## src/rtl/mem_arb_if.sv

```systemverilog
// mem_arb_if: groups the three source handshakes and the output handshake of
// the memory-controller output arbiter.
// Ports: sdram/flash/rom _valid/_data/_ready triplets, out_valid/out_ready/out_data/out_src.
// slave = arbiter side, master = sources plus consumer side.
interface mem_arb_if;
  logic       sdram_valid;
  logic [7:0] sdram_data;
  logic       sdram_ready;

  logic       flash_valid;
  logic [7:0] flash_data;
  logic       flash_ready;

  logic       rom_valid;
  logic [7:0] rom_data;
  logic       rom_ready;

  logic       out_valid;
  logic       out_ready;
  logic [7:0] out_data;
  logic [1:0] out_src;

  modport slave (
    input  sdram_valid, sdram_data,
    output sdram_ready,
    input  flash_valid, flash_data,
    output flash_ready,
    input  rom_valid, rom_data,
    output rom_ready,
    output out_valid, out_data, out_src,
    input  out_ready
  );

  modport master (
    output sdram_valid, sdram_data,
    input  sdram_ready,
    output flash_valid, flash_data,
    input  flash_ready,
    output rom_valid, rom_data,
    input  rom_ready,
    input  out_valid, out_data, out_src,
    output out_ready
  );
endinterface

```

## src/rtl/mem_arb.sv

```systemverilog
// mem_arb: round-robin arbiter sharing one registered 8-bit output between the
// SDRAM (0), flash (1) and ROM (2) byte sources, with starvation override,
// request-pattern coverage counter and starvation bug flag.
// Ports: clock, reset (sync, active-high), bus (mem_arb_if.slave), coverage, bug.
// Latency: source handshake at N -> out_valid at N+1; one byte per 2 cycles peak.
module mem_arb #(
  parameter int unsigned STARVE_LIMIT = 4
) (
  input  logic       clock,
  input  logic       reset,
  mem_arb_if.slave   bus,
  output logic [3:0] coverage,
  output logic       bug
);

  localparam logic [2:0] StarveLim = 3'(STARVE_LIMIT);
  localparam logic [2:0] WaitMax   = 3'd7;
  localparam logic [1:0] SrcNone   = 2'd3;
  localparam logic [3:0] CovMax    = 4'd8;

  typedef enum logic {
    IDLE = 1'b0,
    SEND = 1'b1
  } state_e;

  state_e state_q, state_d;

  // Source views as vectors so the selection logic can loop over them.
  logic [2:0] src_vld;
  logic [7:0] src_dat [3];
  logic [2:0] src_rdy;

  assign src_vld    = {bus.rom_valid, bus.flash_valid, bus.sdram_valid};
  assign src_dat[0] = bus.sdram_data;
  assign src_dat[1] = bus.flash_data;
  assign src_dat[2] = bus.rom_data;

  assign bus.sdram_ready = src_rdy[0];
  assign bus.flash_ready = src_rdy[1];
  assign bus.rom_ready   = src_rdy[2];

  // Registered state.
  logic [1:0]      ptr_q, ptr_d;
  logic [2:0][2:0] wait_q, wait_d;
  logic [7:0]      out_data_q, out_data_d;
  logic [1:0]      out_src_q, out_src_d;
  logic [7:0]      covmap_q, covmap_d;
  logic [3:0]      covsum_q, covsum_d;

  // Winner selection.
  logic [2:0] starve;
  logic [2:0] rr_cand;
  logic       win_vld;
  logic [1:0] win_idx;
  logic       grant;
  logic       out_vld;

  // Starved sources (waited STARVE_LIMIT or more) beat round-robin order,
  // lowest index first; otherwise scan ptr, ptr+1, ptr+2 modulo 3.
  always_comb begin : winner_sel
    starve  = '0;
    rr_cand = '0;
    win_vld = 1'b0;
    win_idx = 2'd0;
    for (int i = 0; i < 3; i++) begin
      starve[i] = src_vld[i] && (wait_q[i] >= StarveLim);
    end
    if (starve[0]) begin
      win_vld = 1'b1;
      win_idx = 2'd0;
    end else if (starve[1]) begin
      win_vld = 1'b1;
      win_idx = 2'd1;
    end else if (starve[2]) begin
      win_vld = 1'b1;
      win_idx = 2'd2;
    end else begin
      for (int k = 0; k < 3; k++) begin
        // 3-bit sum so ptr 2 + 2 does not wrap to 0 before the mod-3 fold.
        rr_cand = {1'b0, ptr_q} + 3'(k);
        if (rr_cand >= 3'd3) begin
          rr_cand = rr_cand - 3'd3;
        end
        if (!win_vld && src_vld[rr_cand[1:0]]) begin
          win_vld = 1'b1;
          win_idx = rr_cand[1:0];
        end
      end
    end
  end

  // FSM: state register.
  always_ff @(posedge clock) begin : fsm_state
    if (reset) begin
      state_q <= IDLE;
    end else begin
      state_q <= state_d;
    end
  end

  // FSM: next state.
  always_comb begin : fsm_next
    state_d = state_q;
    case (state_q)
      IDLE: begin
        if (win_vld) begin
          state_d = SEND;
        end
      end
      SEND: begin
        if (bus.out_ready) begin
          state_d = IDLE;
        end
      end
      default: state_d = IDLE;
    endcase
  end

  // FSM: outputs. Only the winner sees ready, and only in IDLE outside reset,
  // so at most one source handshakes per cycle.
  always_comb begin : fsm_out
    src_rdy = '0;
    out_vld = 1'b0;
    case (state_q)
      IDLE: begin
        if (win_vld && !reset) begin
          src_rdy[win_idx] = 1'b1;
        end
      end
      SEND: begin
        out_vld = 1'b1;
      end
      default: begin
        src_rdy = '0;
        out_vld = 1'b0;
      end
    endcase
  end

  assign grant = |src_rdy;

  // Datapath next state: capture, pointer, wait counters, coverage map.
  always_comb begin : dp_next
    ptr_d      = ptr_q;
    out_data_d = out_data_q;
    out_src_d  = out_src_q;
    covmap_d   = covmap_q;
    covsum_d   = covsum_q;
    wait_d     = wait_q;

    // A source waits while it is valid but not being accepted; dropping valid
    // or being accepted clears its count.
    for (int i = 0; i < 3; i++) begin
      if (!src_vld[i] || src_rdy[i]) begin
        wait_d[i] = 3'd0;
      end else if (wait_q[i] != WaitMax) begin
        wait_d[i] = wait_q[i] + 3'd1;
      end
    end

    if (state_q == IDLE) begin
      // Coverage samples the raw valid pattern on every IDLE cycle.
      if (!covmap_q[src_vld]) begin
        covmap_d[src_vld] = 1'b1;
        if (covsum_q != CovMax) begin
          covsum_d = covsum_q + 4'd1;
        end
      end
      if (grant) begin
        out_data_d = src_dat[win_idx];
        out_src_d  = win_idx;
        // Pointer follows the actual winner, even when starvation overrode it.
        ptr_d      = (win_idx == 2'd2) ? 2'd0 : win_idx + 2'd1;
      end
    end else if (bus.out_ready) begin
      out_src_d = SrcNone;
    end
  end

  // Datapath registers. Reset discards any held byte.
  always_ff @(posedge clock) begin : dp_regs
    if (reset) begin
      ptr_q      <= 2'd0;
      wait_q     <= '0;
      out_data_q <= 8'h00;
      out_src_q  <= SrcNone;
      covmap_q   <= 8'h00;
      covsum_q   <= 4'd0;
    end else begin
      ptr_q      <= ptr_d;
      wait_q     <= wait_d;
      out_data_q <= out_data_d;
      out_src_q  <= out_src_d;
      covmap_q   <= covmap_d;
      covsum_q   <= covsum_d;
    end
  end

  // Bug flag tracks the counters directly, so it rises the cycle a counter
  // hits 7 and falls the cycle after that counter clears.
  always_comb begin : bug_flag
    bug = 1'b0;
    for (int i = 0; i < 3; i++) begin
      if (wait_q[i] == WaitMax) begin
        bug = 1'b1;
      end
    end
  end

  assign bus.out_valid = out_vld;
  assign bus.out_data  = out_data_q;
  assign bus.out_src   = out_src_q;
  assign coverage      = covsum_q;

endmodule

```

## src/flat_wrapper.sv

```systemverilog
// flat-port wrapper written by rule: the top's interface ports become plain ports
module mem_arb_flat 
#(
  parameter int unsigned STARVE_LIMIT = 4
)
  (clock, reset, coverage, bug, bus_sdram_valid, bus_sdram_data, bus_sdram_ready, bus_flash_valid, bus_flash_data, bus_flash_ready, bus_rom_valid, bus_rom_data, bus_rom_ready, bus_out_valid, bus_out_data, bus_out_src, bus_out_ready);
  mem_arb_if bus_i ();
  input  logic clock;
  input  logic reset;
  output logic [3:0] coverage;
  output logic bug;
  input wire logic [$bits(bus_i.sdram_valid)-1:0] bus_sdram_valid;
  input wire logic [$bits(bus_i.sdram_data)-1:0] bus_sdram_data;
  output wire logic [$bits(bus_i.sdram_ready)-1:0] bus_sdram_ready;
  input wire logic [$bits(bus_i.flash_valid)-1:0] bus_flash_valid;
  input wire logic [$bits(bus_i.flash_data)-1:0] bus_flash_data;
  output wire logic [$bits(bus_i.flash_ready)-1:0] bus_flash_ready;
  input wire logic [$bits(bus_i.rom_valid)-1:0] bus_rom_valid;
  input wire logic [$bits(bus_i.rom_data)-1:0] bus_rom_data;
  output wire logic [$bits(bus_i.rom_ready)-1:0] bus_rom_ready;
  output wire logic [$bits(bus_i.out_valid)-1:0] bus_out_valid;
  output wire logic [$bits(bus_i.out_data)-1:0] bus_out_data;
  output wire logic [$bits(bus_i.out_src)-1:0] bus_out_src;
  input wire logic [$bits(bus_i.out_ready)-1:0] bus_out_ready;
  assign bus_i.sdram_valid = bus_sdram_valid;
  assign bus_i.sdram_data = bus_sdram_data;
  assign bus_sdram_ready = bus_i.sdram_ready;
  assign bus_i.flash_valid = bus_flash_valid;
  assign bus_i.flash_data = bus_flash_data;
  assign bus_flash_ready = bus_i.flash_ready;
  assign bus_i.rom_valid = bus_rom_valid;
  assign bus_i.rom_data = bus_rom_data;
  assign bus_rom_ready = bus_i.rom_ready;
  assign bus_out_valid = bus_i.out_valid;
  assign bus_out_data = bus_i.out_data;
  assign bus_out_src = bus_i.out_src;
  assign bus_i.out_ready = bus_out_ready;
  mem_arb #(.STARVE_LIMIT(STARVE_LIMIT)) u_core (.clock(clock), .reset(reset), .bus(bus_i), .coverage(coverage), .bug(bug));
endmodule
```

## config.mk

```make
export PLATFORM = sky130hd
export DESIGN_NAME = mem_arb_flat
export DESIGN_NICKNAME = d
export VERILOG_FILES = /design/src/rtl/mem_arb_if.sv /design/src/rtl/mem_arb.sv /design/src/flat_wrapper.sv
export SDC_FILE = /design/constraint.sdc
export NUM_CORES = 1
export LEC_CHECK = 0
export BUFFER_PORTS_ARGS = -buffer_cell sky130_fd_sc_hd__buf_2
export CAP_MARGIN = 30
export CORE_ASPECT_RATIO = 0.7
export CORE_MARGIN = 2
export CORE_UTILIZATION = 45
export CTS_CLUSTER_SIZE = 8
export DETAILED_ROUTE_END_ITERATION = 12
export PLACE_DENSITY = 0.7
export SLEW_MARGIN = 20
export SYNTH_ARGS = -nofsm -noshare
export SYNTH_HDL_FRONTEND = slang
export SYNTH_SLANG_ARGS = --single-unit
```

## constraint.sdc

```tcl
create_clock -name clock -period 2.8 [get_ports clock]
set_clock_uncertainty 0.15 [all_clocks]
set_input_delay 0.14 -clock clock [delete_from_list [all_inputs] [get_ports clock]]
set_output_delay 0.14 -clock clock [all_outputs]
set_load 0.01 [all_outputs]
```

; ---- Yosys cells after proc, flatten, opt, wreduce, memory -nomap -nowiden
; Cells that the tools add are included.
[word_totals]
ff_bits = 34
in_bits = 30
out_inout_bits = 19
wordCells = 130
[op_classes]
add_sub_neg = 10
n_lt_le_gt_ge = 14
n_eq_ne = 9
n_mux = 58
n_bitwise = 4
reduce_logical = 26
[ops]
columns = cell, n
row1 = two-way mux 2 bit, 22
row2 = two-way mux 1 bit, 24
row3 = binary-select mux 8 bit (select 2 bit), 1
row4 = two-way mux 8 bit, 2
row5 = "greater-or-equal comparator 3 bit, second input constant", 4
row6 = "less-than comparator 2 x 3 -> 1 bit, second input constant", 4
row7 = "adder 3 x 1 -> 3 bit, second input constant", 3
row8 = "== test 3 bit, second input constant", 3
row9 = "inequality test 3 bit, second input constant", 3
row10 = logical AND 1 bit, 8
row11 = OR 8 bit, 1
row12 = binary-select mux 1 bit (select 2 bit), 3
row13 = "greater-or-equal comparator 3 x 2 -> 1 bit, second input constant", 2
row14 = zero test 1 bit, 6
row15 = two-way mux 3 bit, 2
row16 = AND reduction 2 bit, 3
row17 = OR reduction 2 bit, 3
row18 = "subtractor 2 bit, second input constant", 3
row19 = "adder 4 x 1 -> 4 bit, second input constant", 1
row20 = "less-than comparator 3 x 4 -> 1 bit, second input constant", 1
row21 = "inequality test 4 bit, second input constant", 1
row22 = "adder 2 x 1 -> 3 bit, second input constant", 1
row23 = "adder 2 x 2 -> 3 bit, second input constant", 1
row24 = binary-select mux 1 bit (select 3 bit), 1
row25 = other kinds (15), 18

; ---- Depth between registers and ports, before layout
[depth]
word_depth = 32
depth_mapped = 10
mapped_depth_nobuf = 8

; ---- Least setup slack after synthesis
; No wires, ideal clock.
[synth_timing]
path_kind = register -> output
start = register u_core.ptr_q[0]
end = output port bus_flash_ready
t_arrival_ns = 2.052
required_ns = 2.510
path_slack_ns = 0.458
path_stages_with_launch = 10
path_buffers = 2
cell_sequence = dfxtp_1 > inv_1 > ha_1 > clkbuf_2 > and2_1 > o32ai_1 > o2111ai_1 > o21ai_1 > buf_2 > nor2b_1
[synth_between]
elab_chain_len = 29
word_cells_on_any_way = 56
classes_between = add/sub (5) / order compare (5) / mux (40) / reduce/logical (6)
[synth_lines]
columns = item, line
row1 = from (decl), mem_arb.sv:43  ; logic [1:0] ptr_q, ptr_d;
row2 = from (signal assigned), mem_arb.sv:190  ; ptr_q <= ptr_d;
row3 = subtractor 2 bit or greater-or-equal comparator 2 bit (tied branches), "mem_arb.sv:82, mem_arb.sv:81"
row4 = two-way mux 2 bit, mem_arb.sv:81  ; if (rr_cand >= 3'd3) begin
row5 = two-way mux 2 bit, mem_arb.sv:74  ; end else if (starve[2]) begin
row6 = two-way mux 2 bit, mem_arb.sv:71  ; end else if (starve[1]) begin
row7 = two-way mux 2 bit, mem_arb.sv:68  ; if (starve[0]) begin
row8 = binary-select mux 1 bit (select 2 bit), mem_arb.sv:84  ; if (!win_vld && src_vld[rr_cand[1:0]]) begin
row9 = two-way mux 1 bit (not written as such), mem_arb.sv:84
row10 = two-way mux 1 bit, mem_arb.sv:84
row11 = [... 13 more ...], n/a
row12 = two-way mux 2 bit, mem_arb.sv:71
row13 = two-way mux 2 bit, mem_arb.sv:68
row14 = less-than comparator 2 x 3 -> 1 bit (not written as such) or greater-or-equal comparator 2 x 1 -> 1 bit (tied branches), mem_arb.sv:127  ; src_rdy[win_idx] = 1'b1;
row15 = logical AND 1 bit (not written as such), mem_arb.sv:127
row16 = two-way mux 1 bit (not written as such), mem_arb.sv:127
row17 = demux 1 bit (select 2 bit), n/a
row18 = two-way mux 3 bit (*), mem_arb.sv:126  ; if (win_vld && !reset) begin
row19 = two-way mux 3 bit (*), mem_arb.sv:124  ; case (state_q)
row20 = to (decl), flat_wrapper.sv:17  ; output wire logic [$bits(bus_i.flash_ready)-1:0] bus_flash_ready;
; Mark *: on every way between the ends. The rest lies on a longest branch, timed or not. The select of a mux whose other input is x is not followed.

; ---- Worst setup path in the final report
[layout_timing]
start = register u_core.ptr_q[1]
end = output port bus_flash_ready
; Same word-level chain as after synthesis.

==> impl_metrics.ini <==
[synth]
synth_top_cell_by_area = dfxtp_1
synthFlopType = dfxtp_1
synth_warnings = 0
yosys.area.top_type_share = 0.3556
async_flop_share = 0
seq_area_frac_synth = 0.3556
synth_area_per_cell_um2 = 8.945
ys_ff_latch = 34
synthTopCellsByArea = dfxtp_1 36%, nor2_1 8.6%, ha_1 7.2%, mux2i_1 5.8%, mux2_2 4.7%
synthCells = 214
yosys.cell_types.count = 43
synth_edf_count = 0
synth_area_mm2 = 0.001914
synth_nets = 255

[setup_path]
reg2reg_from = u_core.ptr_q[1]
critical_path_class = register to output pin
startpoint_type = register
crit_path_start = u_core.ptr_q[1]
worstPathArrival_ns = 2.34
cp-end-kind = output pin
crit_required_ns = 2.51
r2r_cells = 9
path_max_fanout = 22

[sta]
max_slew_margin = 0.7188
finalHoldViolations = 0
final.setup.tns_ns = 0
fin_crit_sh = 0.9409
finalCriticalPeriod_ns = 2.635
rsz0062_at_grt = no
tightest_slew_ns = 0.4218
timing.fmax_mhz = 379.6
finalSetupViolCount = 0
whs_ns = 0.009029
slew_violations = 0

[clocking]
insertion_delay_ns = 0.28
clkTransAtPathRegs_ns = 0.07
cts_tree = yes
cts_buffers = 5
cts-htree-levels = 2
clock_sinks = 34
post_cts_buffers = 0
ctsRootBufferMaster = clkbuf_8
clock_path_buffers = 2

[run]
maxCapViolCount = 0

[place]
hpwl_um = 2939
portBuffers = 48
gp_congestion = 0.8259
post_dp_cell_area_mm2 = 0.002146

[cells_and_area]
diodes = 0
ff_latch_area_um2 = 680.7
fin_area_mm2 = 0.002266
nFillCells = 388
drive_gt1_frac = 0.2879
area_growth_pct = 18.37
multi_input_area_mm2 = 0.001142
nets = 299

[grt]
grt_use_met1 = 0.2641
grt_pass1_vias = 1428
use_met2 = 0.2590
met3_usage = 0.05215
antenna_found_initial = 0
grt_overflow = 0
grt_max_degree = 23
grt.busiest_layer = met1
grt_usage = 0.1796
grt_pass1_wl_um = 6617

[drt]
viasPerCell = 5.256
drt_iter0_drc = 186
postRouteAntennaNets = 0
dr_total_vias = 1624
finalWirelength_um = 3997
routedWlPerCell_um = 12.94
drc = 0
drt_pre_antenna_iters = 6

[power_and_ir_drop]
vdd_drop_max_uv = 548.3
combPwrFrac = 0.455
power.internal_uw = 1193
pwr-share-clk = 0.186
cellPowerDensity_mw_per_mm2 = 837.3
p_leak_uw = 0.001010
seq_power_share = 0.359
swShare = 0.3710
p_switching_uw = 703.8

[die]
ioPinCount = 49
die_width_um = 81.96
rows = 19
start_util = 0.4793
dieArea_mm2 = 0.004800
die_h_um = 58.57
core_area_mm2 = 0.003994

[status]
status = complete, no violations

[min_path]
hold-path-cell-count = 3
hp-class = input pin to register
hp-start = bus_flash_data[0]
routing by layer:
metal	wire length, um	up-vias	share of wire
li1	-	836	-
met2	1634	55	0.41
met4	53	0	0.013
met5	0	-	0
met1	1994	727	0.50
met3	315	6	0.079
per-stage QoR:
step             util  cells  power [uW]  setup slack (ns)
3_3_place_gp   0.5373    302        1499            0.1549
4_1_cts        0.5633    309        1877          0.005448
2_1_floorplan       -    214        1295            0.4581
5_1_grt        0.5674    309        2038           0.04309
3_5_place_dp   0.5373    302        1508            0.1020
6_report       0.5674    309        1897            0.1655
critical path, cell delays in order (launching register included):
cell and delay (ns):
dfxtp_1 0.37, inv_1 0.10, ha_1 0.27, and2_1 0.20, o32ai_2 0.27, o2111ai_1 0.20, o21ai_1 0.18, buf_6 0.19
nor2b_1 0.14, buf_2 0.14
synthesized netlist by cell type, drive strengths merged, types with 6 or more instances:
library cell,number
nor2,44
mux2,8
inv,7
ha,11
o21ai,6
nand2,15
buf,10
mux2i,11
o31ai,8
a31oi,7
dfxtp,34
nor2b,12
cell type report:
| cell class | count | area share |
|---|---|---|
| multi-input combinational | 159 | 0.5041 |
| sequential | 34 | 0.3004 |
| timing repair buffer | 51 | 0.1187 |
| clock buffer | 6 | 0.03644 |
| tap | 52 | 0.02871 |
| inverter | 7 | 0.01160 |
power by group through the flow:
stage                     clock network (uW)  logic (uW)  registers [uW]
after floorplan                            0         577             718
final                                    352         864             681
after global placement                     0         806             693
after CTS                                354         843             679
after global routing                     382         956             700
after detailed placement                   0         820             688
cells in the final DEF, fill, tap and decap left out, types with 2 or more instances in the layout:
cell	instances
dfxtp_1	34
mux2_2	8
o31ai_1	8
nor2_1	44
xor2_1	4
buf_2	48
o21ai_0	5
mux4_2	2
a21oi_1	4
xnor2_1	2
mux2i_1	11
clkbuf_8	6
inv_1	7
nor2b_1	12
a31oi_1	7
ha_1	10
and2_1	3
or3_1	2
nand2_1	14
sequential cells by signal, indices dropped and copies added, names as in the netlist:
| signal | flops |
|---|---|
| u_core.wait_q | 9 |
| u_core.bus.out_data | 8 |
| u_core.covmap_q | 8 |
| u_core.coverage | 4 |
| u_core.bus.out_src | 2 |
| u_core.ptr_q | 2 |
| u_core.state_q | 1 |
logic make-up after synthesis:
kind of cell / count (synthesis) / share of synthesized area
and+or+nand+nor: 79 / 0.1824
xor gates and xnor gates: 6 / 0.02745
buffers and inverters: 21 / 0.06013
DFF: 34 / 0.3556
adders and majority gates: 11 / 0.07189
AOI/OAI and AO/OA: 42 / 0.1745
muxes: 21 / 0.1281
final timing paths:
kind,end,slack [ns]
worst min-delay path,u_core.bus.out_data[0],0.009
worst max register to register,u_core.wait_q[3],0.45
worst min register to register,u_core.bus.out_data[1],0.30
worst max-delay path,bus_flash_ready,0.17
repair_timing:
item,4_1_cts,5_1_grt
endpoints found under the hold margin,1,0
pin swaps,0,1
setup endpoints to repair,3,3
hold buffers,1,0
resized for setup,3,3
(Power assumes the default switching activity.)
